<file path="config.mk">
export PLATFORM = sky130hd
export DESIGN_NAME = systolic_feeder
export DESIGN_NICKNAME = d
export VERILOG_FILES = /design/src/rtl/cnn_pkg.sv /design/src/rtl/skew_line.sv /design/src/rtl/systolic_feeder.sv
export SDC_FILE = /design/constraint.sdc
export NUM_CORES = 1
export LEC_CHECK = 0
export CORE_MARGIN = 2
export CORE_UTILIZATION = 54
export DETAILED_ROUTE_END_ITERATION = 8
export HOLD_SLACK_MARGIN = 0.15
export PLACE_DENSITY_LB_ADDON = 0.05
export SLEW_MARGIN = 20
export SYNTH_ARGS = -nofsm -noshare
export SYNTH_HDL_FRONTEND = slang
export SYNTH_HIERARCHICAL = 1
export SYNTH_SLANG_ARGS = --single-unit
</file>
<file path="constraint.sdc">
create_clock -name clk -period 5.55 [get_ports clk]
set_input_delay 1.11 -clock clk [delete_from_list [all_inputs] [get_ports clk]]
set_output_delay 1.11 -clock clk [all_outputs]
set_load 0.02 [all_outputs]
</file>
<file path="src/rtl/cnn_pkg.sv">
// Shared definitions for the systolic feeder: FSM state codes and the flush-length helper.
package cnn_pkg;

  localparam logic [2:0] IDLE  = 3'd0;
  localparam logic [2:0] CLEAR = 3'd1;
  localparam logic [2:0] FEED  = 3'd2;
  localparam logic [2:0] FLUSH = 3'd3;
  localparam logic [2:0] DONE  = 3'd4;

  // Zero cycles needed after the last accept for it to reach the far corner PE.
  function automatic int unsigned flush_cycles(input int unsigned n);
    return 2 * n - 1;
  endfunction

endpackage

</file>
<file path="src/rtl/skew_line.sv">
// DEPTH-stage shift register for one operand lane; synchronous active-high reset clears every stage.
module skew_line #(
  parameter int DATA_SIZE = 8,
  parameter int DEPTH     = 1
) (
  input  logic                 clk,
  input  logic                 reset,
  input  logic [DATA_SIZE-1:0] din,
  output logic [DATA_SIZE-1:0] dout
);

  logic [DATA_SIZE-1:0] stage [DEPTH];

  always_ff @(posedge clk) begin
    if (reset) begin
      for (int k = 0; k < DEPTH; k++) stage[k] <= '0;
    end else begin
      stage[0] <= din;
      for (int k = 1; k < DEPTH; k++) stage[k] <= stage[k-1];
    end
  end

  assign dout = stage[DEPTH-1];

endmodule

</file>
<file path="src/rtl/systolic_feeder.sv">
// Operand source for an N x N MAC array: clears the PEs, feeds skewed A/B lanes, flushes, flags done.
module systolic_feeder
  import cnn_pkg::*;
#(
  parameter int DATA_SIZE = 8,
  parameter int N         = 4,
  parameter int KW        = 8
) (
  input  logic                   clk,
  input  logic                   reset,
  input  logic                   start,
  input  logic [KW-1:0]          k_len,
  input  logic                   in_valid,
  output logic                   in_ready,
  input  logic [N*DATA_SIZE-1:0] in_a_vec,
  input  logic [N*DATA_SIZE-1:0] in_b_vec,
  output logic [N*DATA_SIZE-1:0] out_a,
  output logic [N*DATA_SIZE-1:0] out_b,
  output logic                   pe_clear,
  output logic                   busy,
  output logic                   done
);

  localparam int unsigned FLUSH_CYCLES = flush_cycles(N);
  localparam int          FCW          = $clog2(FLUSH_CYCLES + 1);

  logic [2:0]             state, state_next;
  logic [KW-1:0]          k_len_q;
  logic [KW-1:0]          acc_cnt;
  logic [FCW-1:0]         flush_cnt;
  logic                   accept, last_accept, flush_last;
  logic [N*DATA_SIZE-1:0] feed_a, feed_b;

  assign accept      = in_ready && in_valid;
  assign last_accept = accept && (acc_cnt == k_len_q - KW'(1));
  assign flush_last  = (flush_cnt == FCW'(FLUSH_CYCLES - 1));
  assign busy        = (state != IDLE);

  always_comb begin
    state_next = state;
    case (state)
      IDLE:    if (start) state_next = CLEAR;
      CLEAR:   state_next = (k_len_q == '0) ? DONE : FEED;
      FEED:    if (last_accept) state_next = FLUSH;
      FLUSH:   if (flush_last) state_next = DONE;
      DONE:    state_next = IDLE;
      default: state_next = IDLE;
    endcase
  end

  // Control outputs are flopped from the next state so they carry no combinational input paths.
  always_ff @(posedge clk) begin
    if (reset) begin
      state     <= IDLE;
      k_len_q   <= '0;
      acc_cnt   <= '0;
      flush_cnt <= '0;
      in_ready  <= 1'b0;
      pe_clear  <= 1'b0;
      done      <= 1'b0;
    end else begin
      state    <= state_next;
      in_ready <= (state_next == FEED);
      pe_clear <= (state_next == CLEAR);
      done     <= (state_next == DONE);
      if (state == IDLE && start) k_len_q <= k_len;
      if (state == CLEAR)  acc_cnt <= '0;
      else if (accept)     acc_cnt <= acc_cnt + KW'(1);
      if (state == FLUSH)  flush_cnt <= flush_cnt + FCW'(1);
      else                 flush_cnt <= '0;
    end
  end

  // Bubbles and every non-FEED cycle push zeros so idle lanes add nothing to the PEs.
  assign feed_a = accept ? in_a_vec : '0;
  assign feed_b = accept ? in_b_vec : '0;

  for (genvar i = 0; i < N; i++) begin : g_lane
    skew_line #(
      .DATA_SIZE(DATA_SIZE),
      .DEPTH    (i + 1)
    ) u_skew_a (
      .clk  (clk),
      .reset(reset),
      .din  (feed_a[i*DATA_SIZE +: DATA_SIZE]),
      .dout (out_a[i*DATA_SIZE +: DATA_SIZE])
    );

    skew_line #(
      .DATA_SIZE(DATA_SIZE),
      .DEPTH    (i + 1)
    ) u_skew_b (
      .clk  (clk),
      .reset(reset),
      .din  (feed_b[i*DATA_SIZE +: DATA_SIZE]),
      .dout (out_b[i*DATA_SIZE +: DATA_SIZE])
    );
  end

endmodule

</file>
; ---- Word-level counts from Yosys, hierarchy flattened
; Memory sizes are Yosys's and may differ from the RTL's.
; Index checks and enable logic that the tools add are counted.
[totals]
regBits = 25
ram_bits = 160
output_inout_bits = 68
word_cells = 87
memories = 8
[classes]
n_addsub = 3
eq_ne = 8
muxes = 32
n_bitwise = 19
n_reduce_logical = 10
[mem_list]
columns = memory, depth, word_bits, read_ports, rd_clocked_by_memory_dff, wr, line
row1 = g_lane[3].u_skew_a.stage, 4, 8, 4, 0, 4, skew_line.sv:12  ; logic [DATA_SIZE-1:0] stage [DEPTH];
row2 = g_lane[3].u_skew_b.stage, 4, 8, 4, 0, 4, skew_line.sv:12
row3 = g_lane[2].u_skew_a.stage, 3, 8, 3, 0, 3, skew_line.sv:12
row4 = g_lane[2].u_skew_b.stage, 3, 8, 3, 0, 3, skew_line.sv:12
row5 = g_lane[1].u_skew_a.stage, 2, 8, 2, 0, 2, skew_line.sv:12
row6 = g_lane[1].u_skew_b.stage, 2, 8, 2, 0, 2, skew_line.sv:12
row7 = 2 more memories, -, -, -, -, -, -
[op_table]
columns = op, count
row1 = $mux 8, 20
row2 = $mux 32, 2
row3 = $or 1x1->1, 18
row4 = $reduce_or 8->1, 2
row5 = $mux 3, 4
row6 = $pmux 3 s4, 1
row7 = $eq 3x2->1 const B, 3
row8 = $add 8x1->8 const B, 1
row9 = $eq 8x8->1, 1
row10 = $logic_not 8->1, 1
row11 = $sub 8x1->8 const B, 1
row12 = $eq 3x1->1 const B, 2
row13 = $eq 3x3->1 const B, 2
row14 = $mux 1, 5
row15 = $reduce_or 2->1, 2
row16 = $add 3x1->3 const B, 1
row17 = $logic_and 1x1->1, 3
row18 = $logic_not 3->1, 1
row19 = $reduce_bool 3->1, 1
row20 = $not 1->1, 1

; ---- Depth between registers and ports, before layout
; Gate-level depths: netlist of run 1.
[depth]
word_depth = 6
depth_mapped = 8

; ---- Cells and area by module
; The synthesis of run 1 kept the hierarchy.
[by_module_without_submodules]
columns = mod, instances, cells_each, area_per_inst_um2, seq_area_each_um2
row1 = skew_line at g_lane[3].u_skew_a ..., 2, 67, 863.3, 640.6
row2 = systolic_feeder, 1, 232, 1717.9, 500.5
row3 = skew_line at g_lane[2].u_skew_a ..., 2, 58, 753.2, 480.5
row4 = skew_line at g_lane[1].u_skew_a ..., 2, 41, 524.3, 320.3
row5 = skew_line at g_lane[0].u_skew_a ..., 2, 16, 210.2, 160.2

; ---- Least setup slack after synthesis of run 1
; Ideal clock, no wire load.
[synth_path]
kind = input-to-reg
start = input port in_valid
end = register acc_cnt[7]
t_arrival_ns = 2.056
required_time_ns = 5.480
setup_slack_ns = 3.423
cell_stages = 5
n_path_buf = 1
cell_sequence = and2_1 clkbuf_1 nand4_1 or3_1 a21oi_1
[synth_via]
elab_chain_len = 1
[synth_rtl]
columns = element, line
row1 = "start, declared", systolic_feeder.sv:13  ; input logic in_valid,
row2 = $logic_and 1x1->1, systolic_feeder.sv:34  ; assign accept = in_ready && in_valid;
row3 = "end signal, assigned", systolic_feeder.sv:68  ; else if (accept) acc_cnt <= acc_cnt + KW'(1);
row4 = "end, declared", systolic_feeder.sv:29  ; logic [KW-1:0] acc_cnt;
; No other way between the ends.
; A chain may end at the register's enable or synchronous reset.

; ---- Worst setup path after layout of run 1
[layout_path]
start = register in_ready
end = output port in_ready
[layout_lines]
columns = element, line
row1 = "start, declared", systolic_feeder.sv:14  ; output logic in_ready,
row2 = "start signal, assigned", systolic_feeder.sv:63  ; in_ready <= (state_next == FEED);
; No word-level cell between the ends.

==> flow_summary.rst, run 1 <==
.. list-table::
   :header-rows: 1

   * - Metric
     - Value
   * - Most Crowded Layer GR
     - met2
   * - Clock transition at the registers of the reported paths
     - 60 ps
   * - Layout cells sized above 1
     - 12.77%
   * - Fraction of met1 tracks used by global routing
     - 20.71%
   * - Main combinational cell family by area after synthesis
     - simple AND/OR/NAND/NOR gates
   * - Worst clock skew
     - 5.583 ps
   * - Number of nets still failing antenna checks after routing
     - 0
   * - Global-route wire length before repair
     - 17.48 mm
   * - Highest-count cells in the layout ignoring fill and taps
     - sky130_fd_sc_hd__dfxtp_1 (184), sky130_fd_sc_hd__clkdlybuf4s50_1 (141), sky130_fd_sc_hd__nor2b_1 (98), sky130_fd_sc_hd__and3_1 (68), sky130_fd_sc_hd__nor2b_2 (42)
   * - Total power
     - 0.002653 W
   * - Path class of the lowest-slack min-delay path
     - reg -> reg
   * - Crit path DAT
     - 2150 ps
   * - Min Hold Slack
     - 432.7 ps
   * - Design internal power
     - 0.002077 W
   * - Aggregate negative setup slack
     - 0 ps
   * - Clock tree from TritonCTS
     - done
   * - Filler instances
     - 853
   * - Port-buffer cells
     - 143
   * - Number of distinct library cells after synthesis
     - 35
   * - Startpoint type of the worst setup path
     - flip-flop
   * - Biggest area consumer among synthesized cells
     - sky130_fd_sc_hd__dfxtp_1
   * - P per Cell Area
     - 325.3 nW/µm²
   * - Post-detail-place hpwl
     - 6.853 mm
   * - Root buffer cell
     - sky130_fd_sc_hd__clkbuf_16
   * - Storage cell area
     - 3705 µm²
   * - Setup repair after global routing missed its margin
     - no
   * - Drt pass-1 iters
     - 6
   * - Period minus WS final
     - 3258 ps
   * - Multi-input logic area
     - 2265 µm²
   * - Largest incremental delay on the critical path
     - 970 ps
   * - Antenna violations before repair
     - 0
   * - Post-CTS setup-driven buffer insertion count
     - 0
   * - Synth warnings
     - 6
   * - Number of standard cells in the layout, taps in and fillers out
     - 848
   * - Die boundary width
     - 113.0 µm
   * - Die height
     - 113.0 µm
   * - Final period utilization
     - 58.70%
   * - Number of nets in the synthesized netlist
     - 677
   * - Congestion Overflow GR
     - 0
   * - Adder-cell share of the synthesized area
     - 0.9745%
   * - Mean Syn Cell Area
     - 10.77 µm²
   * - Post-synthesis cell count
     - 596
   * - Result of the run
     - finished with violations
   * - Reg2Reg Depth
     - 4
   * - Highest net fanout along the worst path
     - 67
   * - Crit. path cell count
     - 1
   * - Hold_buf cts
     - 0
   * - Top delay family on crit path
     - flip-flops
   * - Number of global-route vias before repair
     - 3,847
   * - Via count
     - 3,991
   * - Failing checks
     - design-rule violations
   * - Total inserted antenna cells
     - 0
   * - Setup-violating endpoint count in the final report
     - 0
   * - Logic gate share of total power
     - 6.6%
   * - Total die area
     - 12,780 µm²
   * - Via-per-instance ratio
     - 4.706
   * - Core region area
     - 11,520 µm²
   * - Simple-gate share of the synthesized area
     - 29.41%
   * - Area Overhead vs Synth
     - 27.05%
   * - Number of buffer and inverter stages on the critical path
     - 1
   * - Number of stages on the worst hold path
     - 1
   * - Fraction of synthesized area in multiplexers
     - 0.1559%
   * - Worst path cell trace
     - clkdlybuf4s50_1
   * - Total GRT Usage
     - 17.33%
   * - Number of storage elements in the synthesis netlist
     - 185
   * - Proportion of netlist area held by the largest area contributor
     - 57.69%
   * - Largest net degree at the start of global routing
     - 122
   * - Static leakage
     - 3.387 nW
   * - Max frequency
     - 0.3070 GHz
   * - Switching part of the total
     - 21.71%
   * - Number of remaining DRC errors
     - 10
   * - Sinks on Clock Net
     - 185
   * - Compound-cell area share of the yosys netlist
     - 2.144%
   * - Max-slew violations
     - 0
   * - Count of instances resized after the clock tree is built
     - 0
   * - Initial Util
     - 55.75%
   * - Category of the worst setup path capture point
     - output port
   * - Commonest non-fill, non-tap cell in the layout
     - sky130_fd_sc_hd__dfxtp_1
   * - Sequential share of power
     - 51.7%
   * - CTS buffer count
     - 17
   * - Clock share of power
     - 41.8%
   * - Post-Synth XOR/XNOR Area
     - 2.592%
   * - Worst IR drop on VDD
     - 0.1968 mV
   * - Count of routing violations after the opening detailed-route iteration
     - 173
   * - WP data required
     - 4440 ps
   * - Fraction of the yosys area taken by sequential cells
     - 57.69%
   * - Number of placement rows
     - 39
   * - Number of H-tree levels
     - 4
   * - Slowest cell on the critical path
     - sky130_fd_sc_hd__dfxtp_2
   * - Max-slew headroom
     - 35.01%
   * - Number of primary I/O pins
     - 144
   * - Last weighted congestion value of the routability-driven placer
     - 0.8462
   * - Final hold violations
     - 0
   * - Max-cap check violation count
     - 0
   * - Worst Setup Path Type
     - reg -> out
   * - GR Util met2
     - 27.66%
   * - Clock tree buffer depth
     - 2
   * - Worst-Margin Slew
     - 974.9 ps
   * - Synth top area cells
     - sky130_fd_sc_hd__dfxtp_1 (58%), sky130_fd_sc_hd__nor2b_1 (9.5%), sky130_fd_sc_hd__and3_1 (6.6%)
   * - Mapped Area
     - 6420 µm²
   * - Total number of nets in the final design
     - 773
   * - # placed instances
     - 816
   * - Final wirelength
     - 10.76 mm
   * - Power spent charging and discharging nets
     - 0.0005761 W
   * - Clk Latency, worst-skew pair
     - 410 ps
   * - Global Route met3 Usage
     - 6.642%
   * - Post-DR wirelength/cell
     - 12.69 µm
==> flip-flops by register name (all words and copies together), names as in the netlist <==
register,flops
state,3
g_lane.u_skew_b/stage,80
done,1
g_lane.u_skew_a/stage,80
in_ready,1
pe_clear,1
flush_cnt,3
k_len_q,8
acc_cnt,8
==> through the flow <==
step                      util [%]  setup slack (ps)  area, µm²
after CTS                    70.83              2256       8157
after floorplan                  -              3423       6420
after global placement       65.95              2629       7595
final                        70.83              2292       8157
after detailed placement     65.95              2561       7595
after global routing         70.83              2148       8157
==> cell families after synthesis <==
| kind of cell | count (synthesis) |
|---|---|
| XOR/XNOR | 19 |
| AO/OA/AOI/OAI | 24 |
| flip-flops | 185 |
| buffers and inverters | 70 |
| multiplexers | 1 |
| adder cells (fa/ha/maj) | 5 |
| AND/OR/NAND/NOR | 292 |
==> worst reg2reg max path: stages, from the launching register on <==
cell	delay, ps
sky130_fd_sc_hd__dfxtp_2	970
sky130_fd_sc_hd__and2_1	350
sky130_fd_sc_hd__nand4_1	220
sky130_fd_sc_hd__or3_1	410
sky130_fd_sc_hd__a21oi_1	140
==> Yosys cell counts <==
master and number:
sky130_fd_sc_hd__a211o_1 1, sky130_fd_sc_hd__a211oi_1 1, sky130_fd_sc_hd__a21o_1 1, sky130_fd_sc_hd__a21oi_1 13, sky130_fd_sc_hd__a41oi_1 1, sky130_fd_sc_hd__and2_1 1, sky130_fd_sc_hd__and2b_1 8, sky130_fd_sc_hd__and2b_2 12
sky130_fd_sc_hd__and3_1 68, sky130_fd_sc_hd__and4b_1 1, sky130_fd_sc_hd__buf_2 1, sky130_fd_sc_hd__buf_4 38, sky130_fd_sc_hd__buf_6 6, sky130_fd_sc_hd__clkbuf_1 22, sky130_fd_sc_hd__dfxtp_1 185, sky130_fd_sc_hd__ha_1 5
sky130_fd_sc_hd__inv_1 3, sky130_fd_sc_hd__mux2i_1 1, sky130_fd_sc_hd__nand2_1 24, sky130_fd_sc_hd__nand2b_1 3, sky130_fd_sc_hd__nand3_1 2, sky130_fd_sc_hd__nand4_1 4, sky130_fd_sc_hd__nand4b_1 1, sky130_fd_sc_hd__nor2_1 16
sky130_fd_sc_hd__nor2b_1 98, sky130_fd_sc_hd__nor2b_2 42, sky130_fd_sc_hd__nor3_1 4, sky130_fd_sc_hd__nor3b_1 2, sky130_fd_sc_hd__nor4_1 2, sky130_fd_sc_hd__nor4_4 1, sky130_fd_sc_hd__o21ai_0 5, sky130_fd_sc_hd__o21bai_1 2
sky130_fd_sc_hd__or3_1 3, sky130_fd_sc_hd__xnor2_1 11, sky130_fd_sc_hd__xor2_1 8
==> final cells by class <==
class / instances / share of cell area [%]
inverters: 3 / 0.1381
repair buffers: 144 / 17.59
well taps: 143 / 2.194
clock inverters: 9 / 0.7823
flip-flops and latches: 185 / 45.42
multi-input cells: 341 / 27.76
clock buffers: 23 / 6.105
==> power groups by stage <==
| stage | sequential [W] | clock (W) | combinational, W |
|---|---|---|---|
| floorplan | 0.00139 | 0 | 0.000106 |
| global placement | 0.00140 | 0 | 0.000173 |
| detailed placement | 0.00140 | 0 | 0.000174 |
| CTS | 0.00137 | 0.00114 | 0.000175 |
| global route | 0.00137 | 0.00120 | 0.000192 |
| finish | 0.00137 | 0.00111 | 0.000174 |
==> layer usage <==
metal	vias up	routed length, µm
met1	1795	4769
met2	117	5043
met3	16	753
met5	-	0
li1	2063	-
met4	0	194
==> worst paths after layout <==
kind	from	end	slack, ps
worst max-delay path	in_ready$_SDFF_PP0_	in_ready	2290
worst min-delay path	g_lane[3].u_skew_a/stage[1][7]$_SDFF_PP0_	g_lane[3].u_skew_a/stage[2][7]$_SDFF_PP0_	430
worst max register to register	in_ready$_SDFF_PP0_	acc_cnt[7]$_SDFFE_PP0P_	3400
worst min register to register	g_lane[3].u_skew_a/stage[1][7]$_SDFF_PP0_	g_lane[3].u_skew_a/stage[2][7]$_SDFF_PP0_	430
Note: power is estimated with default switching activity, not from simulation.
==> inputs of run 2 (changes only) <==
- CORE_UTILIZATION: 54 -> 50
- clock period: 5.55 -> 3.3 ns (I/O delays scaled with it)
==> run 2 against run 1 <==
Net effect: the flow now finishes without violations; total power is 84% higher; cell area is 2.3% higher; hold slack worse by 0.65 ps; clock power is 100% higher; critical path type unchanged; largest power group unchanged.
==> flow_summary.rst, run 2 (synthesis gave the netlist of run 1 again) <==
.. list-table::
   :header-rows: 1

   * - Metric
     - Value
   * - Global-route wire length before repair
     - 17.87 mm
   * - Congestion Overflow GR
     - 0
   * - Commonest non-fill, non-tap cell in the layout
     - sky130_fd_sc_hd__dfxtp_1
   * - Final core utilization
     - 66.38%
   * - Worst clock skew
     - 3.559 ps
   * - Crit path DAT
     - 1780 ps
   * - Path class of the lowest-slack min-delay path
     - reg -> reg
   * - Sequential share of power
     - 47.1%
   * - Static leakage
     - 3.469 nW
   * - Total die area
     - 13,760 µm²
   * - Total number of nets in the final design
     - 777
   * - Most Crowded Layer GR
     - met2
   * - Max-slew headroom
     - 48.39%
   * - Area Overhead vs Synth
     - 29.96%
   * - Logic gate share of total power
     - 6.2%
   * - Global Route met3 Usage
     - 7.247%
   * - Via-per-instance ratio
     - 4.520
   * - P per Cell Area
     - 584.3 nW/µm²
   * - Highest net fanout along the worst path
     - 12
   * - Number of primary I/O pins
     - 144
   * - Die height
     - 117.3 µm
   * - Port-buffer cells
     - 143
   * - Post-CTS setup-driven buffer insertion count
     - 0
   * - Worst Setup Path Type
     - reg -> out
   * - Antenna violations before repair
     - 0
   * - Hold_buf cts
     - 0
   * - Category of the worst setup path capture point
     - output port
   * - Max-slew violations
     - 0
   * - Layout cells sized above 1
     - 13.40%
   * - GR Util met2
     - 26.13%
   * - Highest-count cells in the layout ignoring fill and taps
     - sky130_fd_sc_hd__dfxtp_1 (184), sky130_fd_sc_hd__clkdlybuf4s50_1 (141), sky130_fd_sc_hd__nor2b_1 (98), sky130_fd_sc_hd__and3_1 (68), sky130_fd_sc_hd__nor2b_2 (42)
   * - Max-cap check violation count
     - 0
   * - Max frequency
     - 0.4094 GHz
   * - Core region area
     - 12,570 µm²
   * - Count of instances resized after the clock tree is built
     - 0
   * - Sinks on Clock Net
     - 185
   * - Number of global-route vias before repair
     - 3,643
   * - Number of standard cells in the layout, taps in and fillers out
     - 881
   * - Count of routing violations after the opening detailed-route iteration
     - 194
   * - Largest net degree at the start of global routing
     - 106
   * - # placed instances
     - 849
   * - Switching part of the total
     - 20.46%
   * - Total inserted antenna cells
     - 0
   * - Design internal power
     - 0.003878 W
   * - Post-detail-place hpwl
     - 7.325 mm
   * - Total power
     - 0.004875 W
   * - Power spent charging and discharging nets
     - 0.0009976 W
   * - Via count
     - 3,982
   * - Setup repair after global routing missed its margin
     - no
   * - Final hold violations
     - 0
   * - WP data required
     - 2640 ps
   * - Final wirelength
     - 10.92 mm
   * - Root buffer cell
     - sky130_fd_sc_hd__clkbuf_16
   * - Clock tree from TritonCTS
     - done
   * - Total GRT Usage
     - 16.33%
   * - Final period utilization
     - 74.03%
   * - Number of placement rows
     - 41
   * - Result of the run
     - finished clean
   * - Drt pass-1 iters
     - 6
   * - Filler instances
     - 994
   * - Worst-Margin Slew
     - 768.2 ps
   * - Largest registers in the final layout
     - g_lane.u_skew_a/stage: 80 flops, g_lane.u_skew_b/stage: 80 flops
   * - Die boundary width
     - 117.3 µm
   * - Setup-violating endpoint count in the final report
     - 0
   * - Worst IR drop on VDD
     - 0.3347 mV
   * - Post-DR wirelength/cell
     - 12.40 µm
   * - Initial Util
     - 51.08%
   * - Clk Latency, worst-skew pair
     - 420 ps
   * - Number of H-tree levels
     - 4
   * - Clock share of power
     - 46.6%
   * - Startpoint type of the worst setup path
     - flip-flop
   * - Aggregate negative setup slack
     - 0 ps
   * - Number of remaining DRC errors
     - 0
   * - CTS buffer count
     - 17
   * - Clock transition at the registers of the reported paths
     - 60 ps
   * - Clock tree buffer depth
     - 2
   * - Fraction of met1 tracks used by global routing
     - 19.07%
   * - Number of nets still failing antenna checks after routing
     - 0
   * - Last weighted congestion value of the routability-driven placer
     - 0.7871
   * - Period minus WS final
     - 2443 ps
## run 2: cell count changes in the layout (fill, tap and decap cells not counted)
cell / previous run / this run
sky130_fd_sc_hd__clkinv_2: 3 / 2
sky130_fd_sc_hd__clkinvlp_4: 3 / 0
sky130_fd_sc_hd__buf_4: 1 / 5
sky130_fd_sc_hd__clkbuf_8: 5 / 1
sky130_fd_sc_hd__bufinv_16: 0 / 6
sky130_fd_sc_hd__clkinv_4: 1 / 4
sky130_fd_sc_hd__clkbuf_1: 1 / 0
## run 2: worst paths after layout
path                                         startpoint                                    endpoint  slack (ps)  cells after the start
min reg2reg  g_lane[2].u_skew_a/stage[0][15]$_SDFF_PP0_  g_lane[2].u_skew_a/stage[0][23]$_SDFF_PP0_         430                      1
min          g_lane[2].u_skew_a/stage[0][15]$_SDFF_PP0_  g_lane[2].u_skew_a/stage[0][23]$_SDFF_PP0_         430                      1
max reg2reg                         in_ready$_SDFF_PP0_                     acc_cnt[7]$_SDFFE_PP0P_        1180                      5
max                                 state[1]$_SDFF_PP0_                                        busy         860                      2
## run 2: critical path, stage by stage, from the launching register on
cell	delay, ps
sky130_fd_sc_hd__dfxtp_1	410
sky130_fd_sc_hd__or3_1	410
sky130_fd_sc_hd__clkdlybuf4s50_1	540
## run 2: metal layers
metal | wire length [µm] | vias to the layer above
met5 | 0 | -
met4 | 200 | 0
met3 | 871 | 15
met2 | 5135 | 116
met1 | 4717 | 1782
li1 | - | 2069
## run 2: layout make-up
type                            instances  area, µm²  area share [%]
Tap cell                              172      215.2           2.579
Clock buffer                           18      439.2           5.264
Clock inverter                         14      242.7           2.909
Sequential cell                       185       3705           44.41
Timing Repair Buffer                  148       1465           17.56
Multi-Input combinational cell        341       2265           27.14
Inverter                                3      11.26          0.1350
## run 2: through the flow
stage          setup slack [ps]  instance area [µm²]  hold WS, ps
3_5_place_dp               1058                 7661        419.9
3_3_place_gp               1061                 7661        415.1
5_1_grt                   758.6                 8343        453.4
2_1_floorplan              1531                 6420        410.9
6_report                  857.1                 8343        432.0
4_1_cts                   799.4                 8343        434.4
## run 2: power by group through the flow
stage               clock network (W)  registers (W)  logic (W)
floorplan                           0        0.00234   0.000179
global placement                    0        0.00235   0.000301
detailed placement                  0        0.00235   0.000305
CTS                           0.00232        0.00230   0.000307
global route                  0.00244        0.00230   0.000332
finish                        0.00227        0.00230   0.000304
==> inputs of run 3 (changes only) <==
- clock period: 3.3 -> 2.4 ns (I/O delays scaled with it)
==> run 3 against run 2 <==
Net effect: clock skew increased by 3.7 ps; cell area shrank 0.72%; flip-flop and latch count did not move; worst setup slack lost 720 ps; global-route usage shrank 0.21 points; hold slack is essentially flat; combinational power is 42% higher; clock-buffer cell count increased by 1; routed wire length is 0.68% lower; critical path depth stayed put; total power increased by 29%; largest power group unchanged.
==> flow_summary.rst, run 3 (synthesis gave the netlist of run 1 again) <==
.. list-table::
   :header-rows: 1

   * - Metric
     - Value
   * - Result of the run
     - finished clean
   * - Detail Route met3 WL
     - 948 µm
   * - Last weighted congestion value of the routability-driven placer
     - 0.8881
   * - Post-DR wirelength/cell
     - 12.27 µm
   * - Path class of the lowest-slack min-delay path
     - reg -> reg
   * - Worst clock skew
     - 7.304 ps
   * - Largest registers in the final layout
     - g_lane.u_skew_a/stage: 80 flops, g_lane.u_skew_b/stage: 80 flops
   * - Number of standard cells in the layout, taps in and fillers out
     - 884
   * - Worst IR drop on VDD
     - 0.3547 mV
   * - Max-cap check violation count
     - 0
   * - Max-slew violations
     - 0
   * - Die height
     - 117.3 µm
   * - Crit path DAT
     - 1780 ps
   * - Final design area excluding fillers
     - 8283 µm²
   * - Final wirelength
     - 10.85 mm
   * - Clock tree buffer depth
     - 2
   * - CTS buffer count
     - 17
   * - Initial Util
     - 51.08%
   * - Count of routing violations after the opening detailed-route iteration
     - 230
   * - Category of the worst setup path capture point
     - output port
   * - Antenna violations before repair
     - 0
   * - Global-route wire length before repair
     - 17.82 mm
   * - Number of remaining DRC errors
     - 0
   * - Congestion Overflow GR
     - 0
   * - Drt pass-1 iters
     - 4
   * - Commonest non-fill, non-tap cell in the layout
     - sky130_fd_sc_hd__dfxtp_1
   * - Clock tree from TritonCTS
     - done
   * - Sinks on Clock Net
     - 185
   * - Number of global-route vias before repair
     - 3,818
   * - Period minus WS final
     - 2260 ps
   * - Highest-count cells in the layout ignoring fill and taps
     - sky130_fd_sc_hd__dfxtp_1 (184), sky130_fd_sc_hd__clkdlybuf4s50_1 (141), sky130_fd_sc_hd__nor2b_1 (98), sky130_fd_sc_hd__and3_1 (68), sky130_fd_sc_hd__nor2b_2 (42)
   * - Startpoint type of the worst setup path
     - flip-flop
   * - Uppermost layer routed
     - met4
   * - DP Area
     - 7696 µm²
   * - Final hold violations
     - 0
   * - Total inserted antenna cells
     - 0
   * - # placed instances
     - 852
   * - Hold_buf cts
     - 0
   * - Via-per-instance ratio
     - 4.515
   * - P per Cell Area
     - 758.8 nW/µm²
   * - Post-CTS setup-driven buffer insertion count
     - 0
   * - Area Overhead vs Synth
     - 29.02%
   * - Root buffer cell
     - sky130_fd_sc_hd__clkbuf_16
   * - Clock transition at the registers of the reported paths
     - 60 ps
   * - Max frequency
     - 0.4425 GHz
   * - Number of H-tree levels
     - 4
   * - WP data required
     - 1920 ps
   * - Static leakage
     - 3.442 nW
   * - Count of instances resized after the clock tree is built
     - 0
   * - Setup-violating endpoint count in the final report
     - 0
   * - Total die area
     - 13,760 µm²
   * - Number of primary I/O pins
     - 144
   * - Port-buffer cells
     - 143
   * - Worst-Margin Slew
     - 444.3 ps
   * - Total number of nets in the final design
     - 780
   * - Max-slew headroom
     - 70.38%
   * - Highest net fanout along the worst path
     - 12
   * - Setup repair after global routing missed its margin
     - no
   * - Core region area
     - 12,570 µm²
   * - Metal2 WL
     - 4.960 mm
   * - Number of placement rows
     - 41
   * - Final period utilization
     - 94.16%
   * - Via count
     - 3,991
   * - Die boundary width
     - 117.3 µm
   * - Total GRT Usage
     - 16.12%
   * - Largest net degree at the start of global routing
     - 55
   * - Post-detail-place hpwl
     - 7.379 mm
   * - Layout cells sized above 1
     - 13.62%
   * - Filler instances
     - 1,012
   * - Aggregate negative setup slack
     - 0 ps
   * - Number of nets still failing antenna checks after routing
     - 0
   * - Wire length the detailed router placed on met1
     - 4.747 mm
   * - Clk Latency, worst-skew pair
     - 420 ps
   * - Worst Setup Path Type
     - reg -> out
[run 3: cell types whose count changed in the layout (fill, tap and decap cells not counted)]
cell and delta:
sky130_fd_sc_hd__buf_12 +1, sky130_fd_sc_hd__buf_4 +2, sky130_fd_sc_hd__bufinv_16 -4, sky130_fd_sc_hd__clkbuf_1 +1
sky130_fd_sc_hd__clkinv_2 +1, sky130_fd_sc_hd__clkinvlp_4 +1, sky130_fd_sc_hd__inv_6 +1
[run 3: per-layer routing]
layer	global-route usage, %	up-vias
met2	25.40	117
li1	-	2078
met3	6.615	16
met1	19.14	1780
met4	7.681	0
met5	0	-
[run 3: path summary, 6_finish.rpt]
path / start / end / slack [ps] / cells past startpoint
max: state[1]$_SDFF_PP0_ / busy / 140 / 2
min: g_lane[3].u_skew_b/stage[1][1]$_SDFF_PP0_ / g_lane[3].u_skew_b/stage[2][1]$_SDFF_PP0_ / 430 / 1
max reg2reg: k_len_q[0]$_SDFFE_PP0P_ / in_ready$_SDFF_PP0_ / 410 / 7
min reg2reg: g_lane[3].u_skew_b/stage[1][1]$_SDFF_PP0_ / g_lane[3].u_skew_b/stage[2][1]$_SDFF_PP0_ / 430 / 1
[run 3: layout make-up]
type	instances	area, µm²	area share [%]
Clock inverter	13	143.9	1.737
Tap cell	172	215.2	2.598
Inverter	3	11.26	0.1360
Sequential cell	185	3705	44.73
Clock buffer	19	442.9	5.347
Timing Repair Buffer	151	1500	18.11
Multi-Input combinational cell	341	2265	27.34
[run 3: through the flow]
stage	hold WS [ps]	total power [W]	utilization, %	setup WS (ps)
final	432.1	0.006285	65.90	140.3
after global placement	413.6	0.003647	61.23	534.9
after CTS	434.8	0.006362	65.90	127.4
after global routing	448.5	0.006538	65.90	85.45
after floorplan	410.9	0.003457	-	631.2
after detailed placement	419.9	0.003658	61.23	428.7
[run 3: worst max-delay path, cell delays in order (launching register included)]
cell and delay [ps]:
sky130_fd_sc_hd__dfxtp_1 400, sky130_fd_sc_hd__or3_1 420, sky130_fd_sc_hd__clkdlybuf4s50_1 550
[run 3: report_power, final]
group | internal [W] | switching [W]
clock network | 0.00157 | 0.00113
logic | 0.000237 | 0.000195
registers | 0.00311 | 0.0000428
total | 0.00492 | 0.00136
